<file path="config.mk">
export PLATFORM = sky130hd
export DESIGN_NAME = sam_seq_mult
export DESIGN_NICKNAME = d
export VERILOG_FILES = /design/src/rtl/sam_seq_mult.sv
export SDC_FILE = /design/constraint.sdc
export NUM_CORES = 1
export LEC_CHECK = 0
export BUFFER_PORTS_ARGS = -buffer_cell sky130_fd_sc_hd__buf_2
export CAP_MARGIN = 20
export CORE_ASPECT_RATIO = 0.7
export CORE_MARGIN = 10
export CORE_UTILIZATION = 45
export CTS_BUF_LIST = sky130_fd_sc_hd__clkbuf_8
export DETAILED_ROUTE_END_ITERATION = 12
export PLACE_DENSITY = 0.68
export SETUP_SLACK_MARGIN = 0.2
export SKIP_CTS_REPAIR_TIMING = 1
export SLEW_MARGIN = 20
export SYNTH_ARGS = -nofsm -noshare
export SYNTH_HDL_FRONTEND = slang
export SYNTH_SLANG_ARGS = --single-unit
</file>
<file path="constraint.sdc">
create_clock -name clk -period 15.9 [get_ports clk]
set_clock_uncertainty 0.15 [all_clocks]
set_input_delay 2.385 -clock clk [delete_from_list [all_inputs] [get_ports clk]]
set_output_delay 2.385 -clock clk [all_outputs]
set_load 0.02 [all_outputs]
</file>
<file path="src/rtl/sam_seq_mult.sv">
// Iterative shift-and-accumulate multiplier, unsigned or sign-magnitude per transaction.
// Latency max(1, ceil(msb_bits/BPC)) cycles after accept; output held while out_ready is low.
module sam_seq_mult #(
  parameter int WIDTH = 32,
  parameter int BPC   = 1
) (
  input  logic               clk,
  input  logic               rst,
  input  logic               in_valid,
  output logic               in_ready,
  input  logic [WIDTH-1:0]   a,
  input  logic [WIDTH-1:0]   b,
  input  logic               mode,
  output logic               out_valid,
  input  logic               out_ready,
  output logic [2*WIDTH-1:0] prod,
  output logic               sign,
  output logic               busy
);

  // Sized with BPC headroom so the final increment never wraps.
  localparam int SW = $clog2(WIDTH + BPC + 1);

  typedef enum logic [1:0] {IDLE, CALC, DONE} state_t;

  state_t             state, state_nxt;
  logic [WIDTH-1:0]   mcand, mplier, mplier_nxt;
  logic [2*WIDTH-1:0] acc, acc_nxt, pp;
  logic [SW-1:0]      shift;
  logic               sgn;

  always_comb begin
    pp         = {{WIDTH{1'b0}}, mcand} * {{(2*WIDTH-BPC){1'b0}}, mplier[BPC-1:0]};
    acc_nxt    = acc + (pp << shift);
    mplier_nxt = mplier >> BPC;
  end

  always_comb begin
    state_nxt = state;
    in_ready  = 1'b0;
    out_valid = 1'b0;
    busy      = 1'b0;
    case (state)
      IDLE: begin
        in_ready = 1'b1;
        if (in_valid) state_nxt = CALC;
      end
      CALC: begin
        busy = 1'b1;
        if (mplier_nxt == '0) state_nxt = DONE;
      end
      DONE: begin
        busy      = 1'b1;
        out_valid = 1'b1;
        if (out_ready) state_nxt = IDLE;
      end
      default: state_nxt = IDLE;
    endcase
  end

  always_ff @(posedge clk or posedge rst) begin
    if (rst) state <= IDLE;
    else     state <= state_nxt;
  end

  always_ff @(posedge clk or posedge rst) begin
    if (rst) begin
      mcand  <= '0;
      mplier <= '0;
      acc    <= '0;
      shift  <= '0;
      sgn    <= 1'b0;
      prod   <= '0;
      sign   <= 1'b0;
    end else begin
      case (state)
        IDLE: begin
          if (in_valid) begin
            mcand  <= mode ? {1'b0, a[WIDTH-2:0]} : a;
            mplier <= mode ? {1'b0, b[WIDTH-2:0]} : b;
            sgn    <= mode & (a[WIDTH-1] ^ b[WIDTH-1]);
            acc    <= '0;
            shift  <= '0;
          end
        end
        CALC: begin
          acc    <= acc_nxt;
          mplier <= mplier_nxt;
          shift  <= shift + SW'(BPC);
          // Product is captured once; zero magnitude always reads as positive.
          if (mplier_nxt == '0) begin
            prod <= acc_nxt;
            sign <= sgn & (acc_nxt != '0);
          end
        end
        default: ;
      endcase
    end
  end

endmodule

</file>
* After elaboration in Yosys (flattened, before gate mapping)
Cells that the tools add are included.
Storage, ports and cells: register bits after elaboration 202, output and inout port bits 68
Operators by class: add/subtract/negate cells 2, $mul 1, eq/ne operators 5, shift-type cells 1, mux-type cells 15, bitwise operators 3, reductions and logical operators 9
Operators by type and width (number):
- $pmux W64 S2 | 1
- $mux W32 | 3
- $add A64 B64 Y64 | 1
- $mux W64 | 1
- $pmux W32 S2 | 1
- $reduce_bool A64 Y1 | 1
- $shl A33 B6 Y64 | 1
- $mul A32 B1 Y33 | 1
- $logic_not A32 Y1 | 1
- $pmux W6 S2 | 1
- $add A6 B1 Y6 const B | 1
- $mux W2 | 3
- $mux W6 | 1
- $ne A2 B2 Y1 const B | 3
- $pmux W2 S3 | 1
- $reduce_and A2 Y1 | 3
- $mux W1 | 3
- $reduce_and A3 Y1 | 1
- $and A1 B1 Y1 | 2
- $eq A2 B1 Y1 const B | 1
- $eq A2 B2 Y1 const B | 1
- $logic_not A2 Y1 | 1
- $reduce_bool A2 Y1 | 1
- $reduce_or A2 Y1 | 1
- $xor A1 B1 Y1 | 1

* Logic depth before layout (Yosys ltp)
Gate-level depths: netlist of run 1.
depth in word-level cells 5, depth in mapped cells 26, gate-level depth less buffers 22

* Least setup slack after synthesis of run 1
No wires, ideal clock.
path type flip-flop to flip-flop, start register shift[0], end register sign, library setup time 131 ps, arrival time 5762 ps, slack 9857 ps, cell stages (with the launch flop) 27, path buffers 6, period minus slack after synthesis 6043 ps, cell sequence dfrtp_1 clkbuf_1 clkbuf_1 clkbuf_1 clkbuf_1 clkbuf_1 a21oi_1 nand3_1 o21ai_0 nor2_1 a21oi_1 nand2_1 o21ai_0 and2_1 ha_1 buf_2 nand4_1 or4_1 nor4_1 o211a_1 nor3_2 o31ai_1 xor2_1 or4b_1 or4_1 nor4_1 a31oi_1
On the way: word-level cells in the longest chain between the ends 4
RTL lines:
- start: declaration | RTL line 29 | logic [SW-1:0] shift;
- start signal: assignment | RTL line 89 | shift <= shift + SW'(BPC);
- $shl A33 B6 Y64 | RTL line 34 | acc_nxt = acc + (pp << shift);
- $add A64 B64 Y64 | RTL line 34
- $reduce_bool A64 Y1 | RTL line 93 | sign <= sgn & (acc_nxt != '0);
- $and A1 B1 Y1 | RTL line 93
- end signal: assignment | RTL line 93
- end: declaration | RTL line 17 | output logic sign,
No other way between the ends. A chain may end at the register's enable or synchronous reset.

* Final worst setup path of run 1
start register shift[1], end register sign
The elaborated chain is that of the path after synthesis.

==> results.sh, run 1 <==
export IMPL_finalSetupTns_ns=0
export IMPL_multi_input_area_um2=9280
export IMPL_slew_violations=0
export IMPL_final_nets=1993
export IMPL_syn_cell_area_um2=15000
export IMPL_dieArea_um2=41100
export IMPL_fp_dieH_um=173
export IMPL_path_class="reg -> reg"
export IMPL_cts_root_buf="clkbuf_8"
export IMPL_cp_start_kind="flip-flop"
export IMPL_maxSlewHeadroom_pct=24.5
export IMPL_worst_pin_slew_ns=1.13
export IMPL_arrival_ns=7.42
export IMPL_grt_pass1_vias=13300
export IMPL_clk_latency_ns=0.56
export IMPL_cts_tree="built"
export IMPL_ys_types=89
export IMPL_leakage_uw=0.00741
export IMPL_clkSinkCount=202
export IMPL_hold_ws_ns=0.316
export IMPL_viasPerCell=6.11
export IMPL_grt_usage_pct=24.0
export IMPL_outcome="finished, final reports clean"
export IMPL_drt_iter0_drc=1707
export IMPL_p_per_area_nw_per_um2=178
export IMPL_min_from="prod[24]"
export IMPL_antenna_cells=0
export IMPL_required_ns=16.17
export IMPL_fillers=3168
export IMPL_synthCells=1793
export IMPL_setup_violations_final=0
export IMPL_num_rows=55
export IMPL_worstReg2RegStart="shift[1]"
export IMPL_async_flop_share_pct=100
export IMPL_grt_pass1_wl_um=78500
export IMPL_synth_nets=1931
export IMPL_cts_path_max_buffers=3
export IMPL_initial_utilization_pct=46.0
export IMPL_hold_depth=2
export IMPL_r2r_setup_slack_ns=8.75
export IMPL_min_period_ns=7.15
export IMPL_io_pin_count=137
export IMPL_rsz0062_at_grt="false"
export IMPL_dp_hpwl_um=39400
export IMPL_synth_most_common_cell="nand2_1"
export IMPL_synthTopCellsByArea="dfrtp_1 34%, nand2_1 8.8%, o21ai_0 5.8%, ha_1 5.7%, mux2i_1 4.8%"
export IMPL_place_gp_congestion=1.04
export IMPL_wl_per_cell_um=22.2
export IMPL_synth_main_ff_cell="dfrtp_1"
export IMPL_grt_max_degree=83
export IMPL_finalHoldViolCount=0
export IMPL_synth_seq_cells=202
export IMPL_cts_htree_levels=2
export IMPL_ant_nets=0
export IMPL_layout_drive_gt1_share_pct=16.2
export IMPL_drt_pre_antenna_iters=6
export IMPL_fmax_ghz=0.140
export IMPL_portBuffers=136
export IMPL_synth_area_leader_cell="dfrtp_1"
export IMPL_min_path_type="reg -> reg"
export IMPL_dr_total_vias=14100
export IMPL_cts_inserted_buffers=35
export IMPL_register_area_um2=5060
export IMPL_synth_top_cells_by_count="350 x nand2_1, 202 x dfrtp_1, 173 x o21ai_0"
export IMPL_cp_end_kind="flip-flop"
export IMPL_hold_end="prod[24]"
export IMPL_clk_pin_slew_ns=0.06
export IMPL_grt_antenna_before_repair=0
export IMPL_synth_edf_count=0
export IMPL_synth_warnings=0
export IMPL_area_delta_synth_final_pct=10.6
export IMPL_peakVddDrop_mv=0.0964
export IMPL_yosysSeqAreaShare_pct=33.8
export IMPL_r2r_cells=20
export IMPL_fin_crit_sh_pct=45.0
export IMPL_drc=0
export IMPL_coreArea_um2=32600
export IMPL_synth_top_area_share_pct=33.8
export IMPL_dieWidth_um=238
export IMPL_wl_um=51300
export IMPL_rr_endpoint="sign"
export IMPL_path_max_fanout=46
export IMPL_final_core_util_pct=50.8
export IMPL_drv_cap=0
export IMPL_synth_avg_cell_area_um2=8.34
export IMPL_grt_overflow=0
-- cell usage in the layout, fill, tap and decap left out, types with 23 or more instances in the layout --
master and n:
nand4_1 38, nor3_1 33, clkbuf_8 45, and2_1 29, nand3_1 48, a21oi_1 98, xnor2_1 34, inv_1 34
mux2_2 41, ha_1 67, a22o_1 52, nand2_1 349, a211oi_1 23, o22ai_1 24, mux2i_1 72, nor2_1 93
buf_2 136, o21ai_0 173, dfrtp_1 199
-- report_power, final --
part | internal (µW) | total, µW | switching [µW]
Combinational | 555 | 1620 | 1070
Clock | 305 | 538 | 233
Sequential | 637 | 789 | 151
-- worst max-delay path, cell delays in order, from the launching register on --
cell and delay [ns]:
dfrtp_2 1.03, mux2i_1 0.23, nand2_1 0.11, o21ai_0 0.15, mux2i_1 0.35, nand2_1 0.10
o22ai_1 0.49, mux2i_1 0.19, nor2_1 0.41, ha_1 0.42, nand4_1 0.19, or4_1 0.66
nor4_1 0.22, o211a_1 0.29, nor3_2 0.11, o31ai_1 0.34, xor2_1 0.19, or4b_1 0.48
or4_1 0.42, nor4_1 0.31, a31oi_1 0.13
-- layout make-up --
class                   instances  share of cell area, %
clock inverters                17                  0.990
repair buffers                148                   4.66
well taps                     427                   3.23
flip-flops and latches        202                   30.6
inverters                      30                  0.726
multi-input cells            1438                   56.1
clock buffers                  45                   3.74
-- cell families (layout without fill, tap and decap cells) --
| kind of cell | after synthesis | count (layout) | share of synthesized area (%) |
|---|---|---|---|
| AOI/OAI and AO/OA | 512 | 512 | 22.5 |
| xor gates and xnor gates | 55 | 55 | 3.22 |
| DFF | 202 | 202 | 33.8 |
| adders and majority gates | 69 | 69 | 5.82 |
| and+or+nand+nor | 678 | 678 | 20.8 |
| buffers and inverters | 153 | 240 | 4.32 |
| muxes | 124 | 124 | 9.56 |
-- registers in the layout, summed over array words and instances (netlist names) --
signal	flops
acc	64
prod	64
mcand	32
mplier	32
shift	6
state	2
sgn	1
sign	1
-- routing by layer --
metal / vias to the layer above / GRT usage [%] / wire, µm / part of all wire, %
met3: 80 / 7.78 / 5300 / 10
met1: 6774 / 35.0 / 24200 / 47
met2: 593 / 33.4 / 20700 / 40
met4: 0 / 5.67 / 1140 / 2.2
li1: 6641 / - / - / -
met5: - / 0 / 0 / 0
-- through the flow --
step / area, µm² / worst slack [ns] / cells / total power [µW]
floorplan: 15000 / 7.85 / 1793 / 1910
global placement: 15800 / 8.85 / 2245 / 2340
CTS: 16500 / 8.65 / 2307 / 2920
finish: 16500 / 8.75 / 2307 / 2950
detailed placement: 15800 / 8.71 / 2245 / 2370
global route: 16500 / 8.47 / 2307 / 3130
-- worst max-delay path by stage --
| stage | endpoint | cells after the start | start |
|---|---|---|---|
| after global placement | sign | 17 | shift[1] |
| after floorplan | acc[0] | 1 | rst |
| after global routing | sign | 20 | shift[1] |
| final | sign | 20 | shift[1] |
| after detailed placement | sign | 17 | shift[1] |
| after CTS | sign | 17 | shift[1] |
Note: power is estimated with default switching activity, not from simulation.
==> inputs of run 2 (changes only) <==
--- a/config.mk
+++ b/config.mk
@@ -5,6 +5,7 @@
 export SDC_FILE = /design/constraint.sdc
 export NUM_CORES = 1
 export LEC_CHECK = 0
+export ABC_AREA = 1
 export BUFFER_PORTS_ARGS = -buffer_cell sky130_fd_sc_hd__buf_2
 export CAP_MARGIN = 20
 export CORE_ASPECT_RATIO = 0.7
==> constraint.sdc (replaced) <==
create_clock -name clk -period 6.89 [get_ports clk]
set_clock_uncertainty 0.15 [all_clocks]
set_input_delay 1.0335 -clock clk [delete_from_list [all_inputs] [get_ports clk]]
set_output_delay 1.0335 -clock clk [all_outputs]
set_load 0.02 [all_outputs]
==> results.sh, run 2 <==
export IMPL_finalHoldViolCount=0
export IMPL_synthAdderAreaFrac_pct=5.47
export IMPL_io_pin_count=137
export IMPL_grt_usage_pct=26.6
export IMPL_cp_end_kind="flip-flop"
export IMPL_async_flop_share_pct=100
export IMPL_fin_crit_sh_pct=86.3
export IMPL_drt_pre_antenna_iters=5
export IMPL_final_core_util_pct=50.8
export IMPL_slew_violations=0
export IMPL_syn_cell_area_um2=15900
export IMPL_swShare_pct=54.4
export IMPL_synth_xor_area_share_pct=1.36
export IMPL_synth_area_leader_cell="dfrtp_1"
export IMPL_yosysSeqAreaShare_pct=31.7
export IMPL_min_path_type="reg -> reg"
export IMPL_required_ns=7.22
export IMPL_synth_nets=2700
export IMPL_num_rows=57
export IMPL_worst_pin_slew_ns=1.04
export IMPL_grt_overflow=0
export IMPL_final_nets=2796
export IMPL_rsz0062_at_grt="false"
export IMPL_fmax_ghz=0.168
export IMPL_min_period_ns=5.95
export IMPL_final_cell_mix="887 x nand2_1, 399 x inv_1, 234 x nor2_1"
export IMPL_cts_tree="built"
export IMPL_finalSetupTns_ns=0
export IMPL_antenna_cells=0
export IMPL_cts_root_buf="clkbuf_8"
export IMPL_leakage_uw=0.00954
export IMPL_path_class="reg -> reg"
export IMPL_fp_dieH_um=177
export IMPL_coreArea_um2=34800
export IMPL_peakVddDrop_mv=0.182
export IMPL_ys_types=47
export IMPL_p_per_area_nw_per_um2=431
export IMPL_grt_max_degree=162
export IMPL_synth_warnings=0
export IMPL_dieWidth_um=245
export IMPL_muxShareOfSynthArea_pct=0.0629
export IMPL_dr_total_vias=16800
export IMPL_portBuffers=136
export IMPL_grt_antenna_before_repair=2
export IMPL_dp_hpwl_um=46400
export IMPL_synth_top_family_by_area="simple AND/OR/NAND/NOR gates"
export IMPL_setup_ws_ns=0.944
export IMPL_initial_utilization_pct=45.7
export IMPL_internal_power_uw=3470
export IMPL_pre_cts_ws_ns=1.29
export IMPL_dieArea_um2=43400
export IMPL_clk_latency_ns=0.59
export IMPL_grt_pass1_wl_um=90900
export IMPL_outcome="finished, final reports clean"
export IMPL_cts_htree_levels=2
export IMPL_cts_inserted_buffers=36
export IMPL_setup_violations_final=0
export IMPL_top_regs="acc x64, prod x64"
export IMPL_final_area_um2=17700
export IMPL_synth_edf_count=0
export IMPL_synthTopCellsByArea="dfrtp_1 32%, nand2_1 21%, inv_1 9.1%, o21ai_0 6.3%, nor2_1 5.5%"
export IMPL_maxSlewHeadroom_pct=30.7
export IMPL_synth_main_ff_cell="dfrtp_1"
export IMPL_synth_top_cells_by_count="888 x nand2_1, 388 x inv_1, 234 x nor2_1"
export IMPL_grt_pass1_vias=16000
export IMPL_max_stage_delay_ns=1.02
export IMPL_p_switching_uw=4140
export IMPL_layout_drive_gt1_share_pct=9.25
export IMPL_wl_per_cell_um=18.5
export IMPL_place_gp_congestion=1.07
export IMPL_wl_um=58200
export IMPL_synth_compound_area_share_pct=15.8
export IMPL_worst_path_buf_inv=3
export IMPL_arrival_ns=6.28
export IMPL_final_common_cell="nand2_1"
export IMPL_cpLargestDelayFamily="simple AND/OR/NAND/NOR gates"
export IMPL_post_dp_cell_area_um2=16900
export IMPL_pwr_share_clk_pct=15.5
export IMPL_synth_most_common_cell="nand2_1"
export IMPL_synthCells=2562
export IMPL_drv_cap=0
export IMPL_synth_avg_cell_area_um2=6.21
export IMPL_synth_simple_gate_area_share_pct=33.5
export IMPL_fillers=3795
export IMPL_cp_start_kind="flip-flop"
export IMPL_drc=0
export IMPL_clkSinkCount=202
export IMPL_pwr_share_seq_pct=22.1
export IMPL_path_max_fanout=35
export IMPL_ant_nets=0
export IMPL_synth_seq_cells=202
export IMPL_combPwrFrac_pct=62.5
export IMPL_clk_pin_slew_ns=0.07
export IMPL_crit_top_cell="nand2_1"
export IMPL_cts_path_max_buffers=3
export IMPL_cp_slowest_cell="dfrtp_1"
export IMPL_drt_iter0_drc=1663
export IMPL_area_delta_synth_final_pct=11.0
export IMPL_synth_top_area_share_pct=31.7
export IMPL_viasPerCell=5.31
[run 2: changes by cell type after synthesis, moves of 52 or more]
cell	change
a22o_1	-52
inv_1	+358
mux2i_1	-71
nand2_1	+538
nand3_1	+74
nor2_1	+141
o22ai_1	+53
[run 2: logic make-up (layout without fill, tap and decap cells)]
| kind of cell | count (synthesis) | after routing |
|---|---|---|
| DFF | 202 | 202 |
| AOI/OAI and AO/OA | 450 | 450 |
| buffers and inverters | 492 | 612 |
| muxes | 1 | 1 |
| and+or+nand+nor | 1325 | 1325 |
| adders and majority gates | 69 | 69 |
| xor gates and xnor gates | 23 | 23 |
[run 2: power groups by stage]
| stage | clock [µW] | combinational [µW] | sequential, µW |
|---|---|---|---|
| 2_1_floorplan | 0 | 3350 | 1610 |
| 5_1_grt | 1260 | 5290 | 1720 |
| 3_3_place_gp | 0 | 4600 | 1690 |
| 4_1_cts | 1200 | 4660 | 1680 |
| 6_report | 1180 | 4750 | 1680 |
| 3_5_place_dp | 0 | 4640 | 1690 |
[run 2: layout make-up]
class / count / area, µm² / share of cell area (%)
multi-input combinational: 1868 / 8970 / 50.8
tap: 472 / 591 / 3.34
clock inverter: 21 / 156 / 0.885
inverter: 392 / 1480 / 8.35
sequential: 202 / 5050 / 28.6
timing repair buffer: 158 / 858 / 4.86
clock buffer: 41 / 564 / 3.19
[run 2: through the flow]
stage,hold WS (ns),power [µW],cells
after floorplan,0.299,4960,2562
after global placement,0.311,6290,3092
after detailed placement,0.311,6330,3092
after CTS,0.327,7540,3154
after global routing,0.350,8270,3154
final,0.322,7610,3154
[run 2: final timing paths]
| path | startpoint | endpoint | slack, ns | cells past startpoint |
|---|---|---|---|---|
| worst max-delay path | mplier[0] | sign | 0.94 | 29 |
| worst min-delay path | prod[3] | prod[3] | 0.32 | 2 |
| worst max register to register | mplier[0] | sign | 0.94 | 29 |
| worst min register to register | prod[3] | prod[3] | 0.32 | 2 |
| max in group asynchronous | rst | mplier[21] | 4.71 | 3 |
| min in group asynchronous | rst | prod[5] | 0.50 | 2 |
[run 2: per-layer routing]
layer	GRT usage (%)	wire (µm)
met1	37.5	27700
met2	38.0	23300
met3	8.89	5830
met4	7.07	1450
met5	0	13
[run 2: worst reg2reg max path: cells and delay by family (launching register included)]
family                   cells  cell delay (ns)
AND/OR/NAND/NOR             18             2.21
buffers and inverters        3             0.23
XOR/XNOR                     1             0.28
adder cells (fa/ha/maj)      1             0.39
flip-flops                   1             1.02
AO/OA/AOI/OAI                6             1.61
